--- src/rtl/melody_sequencer.sv ---
// Autonomous 8-step tune player driving one-hot a/g/f/c note selects.
// Live keys override the selects and pause a playing song until released.
module melody_sequencer #(
   parameter int INPUT      = 48000000,
   parameter int BEAT_HZ    = 4,
   parameter int BEAT_DIV   = INPUT / BEAT_HZ,
   parameter int GAP_CYCLES = INPUT / 100,
   parameter int CW         = $clog2(4*BEAT_DIV+1)
) (
   input  logic       clk,
   input  logic       rst,
   input  logic       play,
   input  logic       stop,
   input  logic       loop,
   input  logic       key_a,
   input  logic       key_g,
   input  logic       key_f,
   input  logic       key_c,
   output logic       a,
   output logic       g,
   output logic       f,
   output logic       c,
   output logic       sound_en,
   output logic       busy,
   output logic [2:0] step
);

   localparam logic [1:0] S_IDLE = 2'd0;
   localparam logic [1:0] S_NOTE = 2'd1;
   localparam logic [1:0] S_GAP  = 2'd2;

   // Terminal counts are last-cycle values: a phase of N cycles counts 0..N-1.
   localparam logic [CW-1:0] TERM_B1  = CW'(BEAT_DIV - 1);
   localparam logic [CW-1:0] TERM_B2  = CW'(2*BEAT_DIV - 1);
   localparam logic [CW-1:0] TERM_B3  = CW'(3*BEAT_DIV - 1);
   localparam logic [CW-1:0] TERM_B4  = CW'(4*BEAT_DIV - 1);
   localparam logic [CW-1:0] TERM_GAP = CW'(GAP_CYCLES - 1);

   logic [1:0]    state_q, state_d;
   logic [2:0]    step_q, step_d;
   logic [CW-1:0] cnt_q, cnt_d;
   logic [3:0]    sel_q, sel_d;   // {a, g, f, c}
   logic          snd_q, snd_d;
   logic          busy_q, busy_d;
   logic [4:0]    rom_cur, rom_nxt;
   logic [CW-1:0] note_term;
   logic          key_any;

   function automatic logic [4:0] song_rom(input logic [2:0] idx);
      logic [4:0] r;
      case (idx)
         3'd0:    r = {3'd1, 2'd1};
         3'd1:    r = {3'd2, 2'd1};
         3'd2:    r = {3'd3, 2'd1};
         3'd3:    r = {3'd4, 2'd2};
         3'd4:    r = {3'd0, 2'd1};
         3'd5:    r = {3'd4, 2'd1};
         3'd6:    r = {3'd3, 2'd1};
         default: r = {3'd1, 2'd2};
      endcase
      return r;
   endfunction

   assign key_any = key_a | key_g | key_f | key_c;
   assign rom_cur = song_rom(step_q);
   assign rom_nxt = song_rom(step_d);

   always_comb begin
      case (rom_cur[1:0])
         2'd1:    note_term = TERM_B1;
         2'd2:    note_term = TERM_B2;
         2'd3:    note_term = TERM_B3;
         default: note_term = TERM_B4;
      endcase
   end

   always_comb begin
      state_d = state_q;
      step_d  = step_q;
      cnt_d   = cnt_q;
      if (stop) begin
         state_d = S_IDLE;
         step_d  = 3'd0;
         cnt_d   = '0;
      end else begin
         case (state_q)
            S_IDLE: begin
               if (play) begin
                  state_d = S_NOTE;
                  step_d  = 3'd0;
                  cnt_d   = '0;
               end
            end
            S_NOTE: begin
               if (!key_any) begin
                  if (cnt_q == note_term) begin
                     cnt_d   = '0;
                     state_d = S_GAP;
                  end else begin
                     cnt_d = cnt_q + CW'(1);
                  end
               end
            end
            S_GAP: begin
               if (!key_any) begin
                  if (cnt_q == TERM_GAP) begin
                     cnt_d = '0;
                     if (step_q != 3'd7) begin
                        step_d  = step_q + 3'd1;
                        state_d = S_NOTE;
                     end else if (loop) begin
                        step_d  = 3'd0;
                        state_d = S_NOTE;
                     end else begin
                        state_d = S_IDLE;
                     end
                  end else begin
                     cnt_d = cnt_q + CW'(1);
                  end
               end
            end
            default: begin
               state_d = S_IDLE;
               step_d  = 3'd0;
               cnt_d   = '0;
            end
         endcase
      end
   end

   // Outputs are decoded from the next state so they line up with it once registered.
   always_comb begin
      sel_d = 4'b0000;
      if (key_a)      sel_d = 4'b1000;
      else if (key_g) sel_d = 4'b0100;
      else if (key_f) sel_d = 4'b0010;
      else if (key_c) sel_d = 4'b0001;
      else if (state_d == S_NOTE) begin
         case (rom_nxt[4:2])
            3'd1:    sel_d = 4'b0001;
            3'd2:    sel_d = 4'b0010;
            3'd3:    sel_d = 4'b0100;
            3'd4:    sel_d = 4'b1000;
            default: sel_d = 4'b0000;
         endcase
      end
      snd_d  = |sel_d;
      busy_d = (state_d == S_NOTE) || (state_d == S_GAP);
   end

   always_ff @(posedge clk or posedge rst) begin
      if (rst) begin
         state_q <= S_IDLE;
         step_q  <= 3'd0;
         cnt_q   <= '0;
         sel_q   <= 4'b0000;
         snd_q   <= 1'b0;
         busy_q  <= 1'b0;
      end else begin
         state_q <= state_d;
         step_q  <= step_d;
         cnt_q   <= cnt_d;
         sel_q   <= sel_d;
         snd_q   <= snd_d;
         busy_q  <= busy_d;
      end
   end

   assign {a, g, f, c} = sel_q;
   assign sound_en     = snd_q;
   assign busy         = busy_q;
   assign step         = step_q;

endmodule

--- config.mk ---
export PLATFORM = sky130hd
export DESIGN_NAME = melody_sequencer
export DESIGN_NICKNAME = d
export VERILOG_FILES = /design/src/rtl/melody_sequencer.sv
export SDC_FILE = /design/constraint.sdc
export NUM_CORES = 1
export LEC_CHECK = 0
export CAP_MARGIN = 15
export CORE_ASPECT_RATIO = 0.7
export CORE_MARGIN = 5
export CORE_UTILIZATION = 50
export DETAILED_ROUTE_END_ITERATION = 16
export GPL_TIMING_DRIVEN = 0
export PLACE_DENSITY = 0.7
export SYNTH_ARGS = -nofsm -noshare
export SYNTH_HDL_FRONTEND = slang
export SYNTH_SLANG_ARGS = --single-unit
--- constraint.sdc ---
create_clock -name clk -period 3.68 [get_ports clk]
set_input_delay 0.92 -clock clk [delete_from_list [all_inputs] [get_ports clk]]
set_output_delay 0.92 -clock clk [all_outputs]
set_load 0.05 [all_outputs]
; ---- Word-level counts from Yosys, hierarchy flattened
; Index checks and enable logic that the tools add are counted.
[op_classes]
add_sub_neg = 2
eq_ne = 29
muxes = 32
bitwise = 3
reduce_logical = 8
[ops]
columns = op, count
row1 = $mux W26, 6
row2 = $pmux W26 S3, 2
row3 = $pmux W5 S6, 1
row4 = $add A26 B1 Y26 const B, 1
row5 = $eq A26 B19 Y1 const B, 1
row6 = $eq A26 B26 Y1, 1
row7 = $eq A3 B3 Y1 const B, 7
row8 = $mux W4, 5
row9 = $eq A3 B2 Y1 const B, 6
row10 = $mux W3, 6
row11 = $pmux W4 S4, 1
row12 = $mux W2, 6
row13 = $ne A3 B3 Y1 const B, 4
row14 = $pmux W2 S6, 1
row15 = $eq A3 B1 Y1 const B, 3
row16 = $pmux W3 S3, 1
row17 = $eq A2 B2 Y1 const B, 4
row18 = $eq A2 B1 Y1 const B, 3
row19 = $logic_not A3 Y1, 2
row20 = $pmux W2 S3, 1
row21 = $reduce_or A2 Y1, 2
row22 = $reduce_or A4 Y1, 1
row23 = $add A3 B1 Y3 const B, 1
row24 = $or A1 B1 Y1, 3
row25 = other kinds (4), 5
[totals]
regBits = 37
out_inout_bits = 9
wordCells = 80

; ---- Depth between registers and ports, before layout
; Gate-level depths: netlist of run 1.
[depth]
word_depth = 17
ltp_mapped = 16
depth_no_buf = 16

; ---- Least setup slack after synthesis of run 1
; No wires, ideal clock.
[synth_timing]
kind = input-to-reg
from = input port key_g
to = register snd_q, in the netlist sound_en
arrival_time_ns = 2.974
path_slack_ns = 0.567
stages = 13
cell_sequence = nor4_1 nand4_1 a221o_1 a221oi_1 nor2_1 ha_1 nand2b_1 nor3_1 nand3_1 a211o_2 o21ai_0 nor2_1 nand4_1
[synth_between]
elab_cells_between_ends = 31
cone_classes = 11 x eq/ne / 14 x mux / 3 x bitwise / 3 x reduce/logical
[synth_rtl]
columns = element, line
row1 = start: declaration, 16  ; input logic key_g,
row2 = $or A1 B1 Y1 * (3 in a row), 64  ; assign key_any = key_a | key_g | key_f | key_c;
row3 = "$mux W2, on equally long branches", "105, 95"
row4 = $pmux W2 S3 *, 86  ; case (state_q)
row5 = $mux W2 *, 81  ; if (stop) begin
row6 = via state_d[0], 39  ; logic [1:0] state_q, state_d;
row7 = $eq A2 B1 Y1 *, 138  ; else if (state_d == S_NOTE) begin
row8 = $mux W4 *, 138
row9 = $mux W4 *, 137  ; else if (key_c) sel_d = 4'b0001;
row10 = $mux W4 *, 136  ; else if (key_f) sel_d = 4'b0010;
row11 = $mux W4 *, 135  ; else if (key_g) sel_d = 4'b0100;
row12 = $mux W4 *, 134  ; if (key_a) sel_d = 4'b1000;
row13 = $reduce_or A4 Y1 *, 147  ; snd_d = |sel_d;
row14 = via snd_d, 43  ; logic snd_q, snd_d;
row15 = end signal: assignment, 164  ; snd_q <= snd_d;
row16 = end: declaration, 43
; Mark *: on every way through the listed nets, which the timed path passes. The rest lies on a longest branch.
; A chain may end at the register's enable or synchronous reset.

; ---- Worst setup path in the final report of run 1
; Same ends and word-level chain as after synthesis.

==> results.sh, run 1 <==
export IMPL_min_period_over_period=0.940
export IMPL_cts_max_path_buffers=2
export IMPL_synthXorXnorAreaFrac=0.0763
export IMPL_syn_area_um2=2300
export IMPL_ios=18
export IMPL_rows=20
export IMPL_diodes=0
export IMPL_die_area_um2=6070
export IMPL_yosys_area_top_type="dfrtp_1"
export IMPL_powerDensity_nw_per_um2=295
export IMPL_synth_compound_area_frac=0.0997
export IMPL_final_util=0.615
export IMPL_tns_ns=0
export IMPL_io_buffers=17
export IMPL_core_area_um2=4380
export IMPL_first_iter_violations=159
export IMPL_synth_fp_nets=265
export IMPL_ys_warn_count=0
export IMPL_grt_max_degree=38
export IMPL_vias_per_cell=5.86
export IMPL_final_setup_viol_count=0
export IMPL_num_vias=1928
export IMPL_wl_per_cell_um=15.8
export IMPL_max_freq_ghz=0.289
export IMPL_clock_latency_ns=0.29
export IMPL_final_net_count=292
export IMPL_gp_congestion=0.894
export IMPL_grt_pass1_vias=1867
export IMPL_die_height_um=66.7
export IMPL_critPathLaunchType="primary input"
export IMPL_relSlewSlack=0.493
export IMPL_status="finished, final reports clean"
export IMPL_grt_overflow=0
export IMPL_cp_max_fo=7
export IMPL_drtAntennaViolNets=0
export IMPL_grtUsageTotal=0.188
export IMPL_vdd_drop_max_v=0.000243
export IMPL_layout_common_cells="dfrtp_1, nor2_1, nand2_1, nand3_1, clkdlybuf4s50_1"
export IMPL_finalHoldViolCount=0
export IMPL_cts_hold_repair_buffers=0
export IMPL_synthMuxAreaShare=0
export IMPL_power_leakage_nw=1.06
export IMPL_synth_adder_area_share=0.0490
export IMPL_end_kind="flop"
export IMPL_totalWireLength_mm=5.20
export IMPL_synth_edf_count=0
export IMPL_start_util=0.524
export IMPL_slew_violations=0
export IMPL_cts_root_buf="clkbuf_8"
export IMPL_cts_sinks=37
export IMPL_clk_pin_slew_ns=0.07
export IMPL_rsz0062_at_grt="yes"
export IMPL_avgSynthCellArea_um2=9.30
export IMPL_worst_pin_slew_ns=0.759
export IMPL_grt_pass1_wl_mm=9.05
export IMPL_synth_cells=247
export IMPL_min_period_ns=3.46
export IMPL_cts_tree="done"
export IMPL_synth_top_family_by_area="simple AND/OR/NAND/NOR gates"
export IMPL_antenna_found_initial=0
export IMPL_synth_cell_types=51
export IMPL_fillers=374
export IMPL_synth_area_top_cells="dfrtp_1, nor2_1, ha_1"
export IMPL_synth_main_ff_cell="dfrtp_1"
export IMPL_dr_pass1_iters=5
export IMPL_maxCapViolCount=0
export IMPL_drc=0
export IMPL_synth_seq_cells=37
export IMPL_synthSimpleGateAreaFrac=0.345
export IMPL_synth_top_area_share=0.403
export IMPL_hpwl_mm=3.87
export IMPL_required_ns=3.84
export IMPL_async_flop_share=1.00
export IMPL_clock_skew_ns=0.00450
export IMPL_critical_path_class="in -> reg"
export IMPL_cp_arrival_ns=3.62
export IMPL_hp_class="reg -> reg"
export IMPL_mostFrequentLayoutCell="dfrtp_1"
export IMPL_ys_seq_area_frac=0.403
export IMPL_cts_buffers=5
export IMPL_htreeDepth=2
export IMPL_drive_above_1_share=0.150
export IMPL_die_w_um=91.0
export IMPL_area_delta_synth_final_pct=17.2
layout make-up:
| cell class | count | area [um2] | area share |
|---|---|---|---|
| buffer | 6 | 27.5 | 0.0102 |
| tap | 55 | 68.8 | 0.0256 |
| inverter | 9 | 33.8 | 0.0126 |
| multi-input combinational | 195 | 1350 | 0.501 |
| sequential | 37 | 926 | 0.344 |
| clock buffer | 7 | 86.3 | 0.0321 |
| timing repair buffer | 20 | 200 | 0.0744 |
where the power goes:
group,leakage [nW],internal (W),switching [W]
registers,0.506,0.000411,0.00000240
clock network,0.0443,0.000149,0.000141
logic,0.512,0.0000310,0.0000588
synth_stat cells, drive strengths merged (3+ instances only):
library cell / n
nand2: 23
dfrtp: 37
inv: 9
ha: 9
xnor2: 9
nand2b: 5
nor3: 7
xor2: 11
nand4: 13
a21oi: 5
nand3: 20
and3: 4
nor4: 5
nor2: 37
and4: 4
o21ai: 5
buf: 4
or3b: 3
or2: 3
nor2b: 3
worst paths after layout:
kind                                       start               endpoint  slack, ns  cells past startpoint
max                                        key_g     sound_en$_DFF_PP0_       0.22                     14
min                         cnt_q[1]$_DFFE_PP0P_   cnt_q[1]$_DFFE_PP0P_       0.53                      1
max reg2reg                cnt_q[10]$_DFFE_PP0P_     sound_en$_DFF_PP0_       0.24                     15
min reg2reg                 cnt_q[1]$_DFFE_PP0P_   cnt_q[1]$_DFFE_PP0P_       0.53                      1
max in group asynchronous                    rst   cnt_q[3]$_DFFE_PP0P_       2.09                      2
min in group asynchronous                    rst  cnt_q[14]$_DFFE_PP0P_       1.11                      2
sequential cells by signal, indices dropped and copies added, names as in the netlist:
signal    flops
step          3
cnt_q        26
sel_q         4
busy          1
state_q       2
sound_en      1
critical path, stage by stage:
cell and delay (ns):
clkdlybuf4s50_1 0.55, nor4_4 0.27, nand4_1 0.20, a221o_1 0.40
a221oi_2 0.24, nor2_2 0.07, ha_2 0.23, nand2b_1 0.14
nor3_2 0.06, nand3_1 0.10, a211o_2 0.10, o21ai_0 0.10
nor2_1 0.13, nand4_1 0.10
metrics by stage:
step	cell area [um2]	setup WS [ns]	hold WS [ns]	std cells	total power, W
after floorplan	2300	0.567	0.487	247	0.000474
after global placement	2530	-0.460	0.518	319	0.000504
after detailed placement	2530	-0.487	0.517	319	0.000506
after CTS	2640	0.0131	0.533	326	0.000793
after global routing	2690	-0.0163	0.551	329	0.000830
final	2690	0.221	0.532	329	0.000793
routing by layer:
layer,part of all wire,GRT usage
met5,0,0
met2,0.43,0.277
met3,0.056,0.0508
met1,0.50,0.267
met4,0.0098,0.0568
logic make-up (layout without fill, tap and decap cells):
| group | after synthesis | count (layout) |
|---|---|---|
| adder cells (fa/ha/maj) | 9 | 9 |
| AO/OA/AOI/OAI | 28 | 28 |
| buffers and inverters | 15 | 42 |
| flip-flops | 37 | 37 |
| AND/OR/NAND/NOR | 138 | 138 |
| XOR/XNOR | 20 | 20 |
what timing repair did:
| item | in CTS | in global routing |
|---|---|---|
| gates resized for setup | 2 | 9 |
| buffers inserted | 0 | 3 |
| pin swaps | 0 | 2 |
| setup endpoints to repair | 2 | 13 |
(Power assumes the default switching activity.)
==> inputs of run 2 (changes only) <==
--- a/config.mk
+++ b/config.mk
@@ -6,7 +6,7 @@
 export NUM_CORES = 1
 export LEC_CHECK = 0
 export CAP_MARGIN = 15
-export CORE_ASPECT_RATIO = 0.7
+export CORE_ASPECT_RATIO = 1.2
 export CORE_MARGIN = 5
 export CORE_UTILIZATION = 50
 export DETAILED_ROUTE_END_ITERATION = 16
==> run 2 against run 1 <==
Effect of this change:
- utilization shrank 2.4 points
- clock skew grew 0.0052 ns
- non-clock buffer count shrank 2
- highest routed layer unchanged
==> results.sh, run 2 (synthesized netlist as in run 1, its figures left out) <==
export IMPL_status="finished, final reports clean"
export IMPL_grt_pass1_vias=1838
export IMPL_drive_above_1_share=0.132
export IMPL_combPwrFrac=0.105
export IMPL_finalNonFillerCells=331
export IMPL_tns_ns=0
export IMPL_hp_class="reg -> reg"
export IMPL_clock_skew_ns=0.00965
export IMPL_finalHoldViolCount=0
export IMPL_drc=0
export IMPL_largest_reg_flops=26
export IMPL_ios=18
export IMPL_grt_max_degree=38
export IMPL_dp_cells=322
export IMPL_first_iter_violations=76
export IMPL_die_area_um2=6050
export IMPL_num_vias=1872
export IMPL_diodes=0
export IMPL_cts_sinks=37
export IMPL_die_w_um=71.9
export IMPL_hpwl_mm=3.48
export IMPL_layout_common_cells="dfrtp_1, nor2_1, nand2_1, nand3_1, clkdlybuf4s50_1"
export IMPL_drtAntennaViolNets=0
export IMPL_area_delta_synth_final_pct=16.3
export IMPL_powerDensity_nw_per_um2=302
export IMPL_p_seq_frac=0.512
export IMPL_core_area_um2=4530
export IMPL_clk_pin_slew_ns=0.08
export IMPL_cts_hold_repair_buffers=0
export IMPL_multi_input_area_um2=1330
export IMPL_rsz0062_at_grt="no"
export IMPL_min_period_ns=3.49
export IMPL_cts_buffers=5
export IMPL_p_clk_frac=0.383
export IMPL_cts_root_buf="clkbuf_8"
export IMPL_worstHoldPathCells=1
export IMPL_p_switching_w=0.000198
export IMPL_cts_tree="done"
export IMPL_final_setup_viol_count=0
export IMPL_final_net_count=290
export IMPL_cp_max_fo=4
export IMPL_gp_congestion=0.823
export IMPL_max_freq_ghz=0.287
export IMPL_critPathLaunchType="primary input"
export IMPL_power_leakage_nw=1.05
export IMPL_critical_path_class="in -> reg"
export IMPL_grt_pass1_wl_mm=8.35
export IMPL_p_sw_frac=0.245
export IMPL_antenna_found_initial=0
export IMPL_totalWireLength_mm=4.72
export IMPL_grt_overflow=0
export IMPL_min_period_over_period=0.947
export IMPL_reg2regPathDepth=15
export IMPL_start_util=0.507
export IMPL_io_buffers=17
export IMPL_end_kind="flop"
export IMPL_required_ns=3.84
export IMPL_clock_latency_ns=0.28
export IMPL_relSlewSlack=0.475
export IMPL_wl_per_cell_um=14.3
export IMPL_worst_pin_slew_ns=0.786
export IMPL_die_height_um=84.2
export IMPL_regMostFlops="cnt_q"
export IMPL_fillers=414
export IMPL_mostFrequentLayoutCell="dfrtp_1"
export IMPL_rows=27
export IMPL_grtUsageTotal=0.169
export IMPL_vdd_drop_max_v=0.000227
export IMPL_cp_arrival_ns=3.64
export IMPL_register_area_um2=926
export IMPL_cts_max_path_buffers=2
export IMPL_slew_violations=0
export IMPL_dr_pass1_iters=4
export IMPL_vias_per_cell=5.66
export IMPL_htreeDepth=2
export IMPL_maxCapViolCount=0
export IMPL_internal_power_w=0.000609
-- run 2: cell type report --
type | instances | share of cell area
multi-input cells | 195 | 0.497
flip-flops and latches | 37 | 0.347
repair buffers | 18 | 0.0684
clock buffers | 7 | 0.0361
well taps | 58 | 0.0272
inverters | 9 | 0.0126
plain buffers | 6 | 0.0103
clock inverters | 1 | 0.00187
-- run 2: worst max-delay path, stage by stage --
cell and delay, ns:
clkdlybuf4s50_1 0.50, nor4_4 0.35, nand4_1 0.18, a221o_1 0.38
a221oi_1 0.24, nor2_1 0.09, ha_1 0.27, nand2b_1 0.13
nor3_1 0.07, nand3_1 0.10, a211o_2 0.10, o21ai_0 0.11
nor2_1 0.10, nand4_1 0.09
-- run 2: final timing paths --
path | start | endpoint | slack (ns)
worst max-delay path | key_c | sound_en$_DFF_PP0_ | 0.19
min in group asynchronous | rst | sel_q[3]$_DFF_PP0_ | 1.10
worst min register to register | cnt_q[1]$_DFFE_PP0P_ | cnt_q[1]$_DFFE_PP0P_ | 0.53
worst min-delay path | cnt_q[1]$_DFFE_PP0P_ | cnt_q[1]$_DFFE_PP0P_ | 0.53
worst max register to register | cnt_q[10]$_DFFE_PP0P_ | sound_en$_DFF_PP0_ | 0.27
max in group asynchronous | rst | cnt_q[22]$_DFFE_PP0P_ | 2.07
-- run 2: repair_timing --
action	CTS	global route
gates resized for setup	1	4
pin swaps	0	1
setup buffers	0	1
setup endpoints to repair	1	2
-- run 2: metrics by stage --
stage                     hold slack [ns]  total power, W  setup WS [ns]  cell area [um2]  utilization
after CTS                           0.527        0.000812         0.0616             2650        0.585
after detailed placement            0.511        0.000504         -0.347             2540        0.561
after global routing                0.558        0.000844         0.0329             2670        0.590
after floorplan                     0.487        0.000474          0.567             2300            -
after global placement              0.501        0.000504         -0.408             2540        0.561
final                               0.529        0.000806          0.195             2670        0.590
-- run 2: per-layer routing --
layer / track usage / part of all wire
met2: 0.280 / 0.50
met4: 0.0615 / 0.022
met3: 0.0335 / 0.045
met5: 0 / 0
met1: 0.216 / 0.43
-- run 2: power groups by stage --
stage	Clock, W	Sequential (W)	Combinational (W)
global placement	0	0.000421	0.0000835
global route	0.000336	0.000414	0.0000949
detailed placement	0	0.000421	0.0000835
CTS	0.000315	0.000413	0.0000845
floorplan	0	0.000432	0.0000412
finish	0.000309	0.000413	0.0000850
==> inputs of run 3 (changes only) <==
--- a/config.mk
+++ b/config.mk
@@ -5,7 +5,7 @@
 export SDC_FILE = /design/constraint.sdc
 export NUM_CORES = 1
 export LEC_CHECK = 0
-export CAP_MARGIN = 15
+export CAP_MARGIN = 20
 export CORE_ASPECT_RATIO = 1.2
 export CORE_MARGIN = 5
 export CORE_UTILIZATION = 50
==> results of run 3 <==
Same layout as run 2: the final DEF is identical, and so are final timing and power.
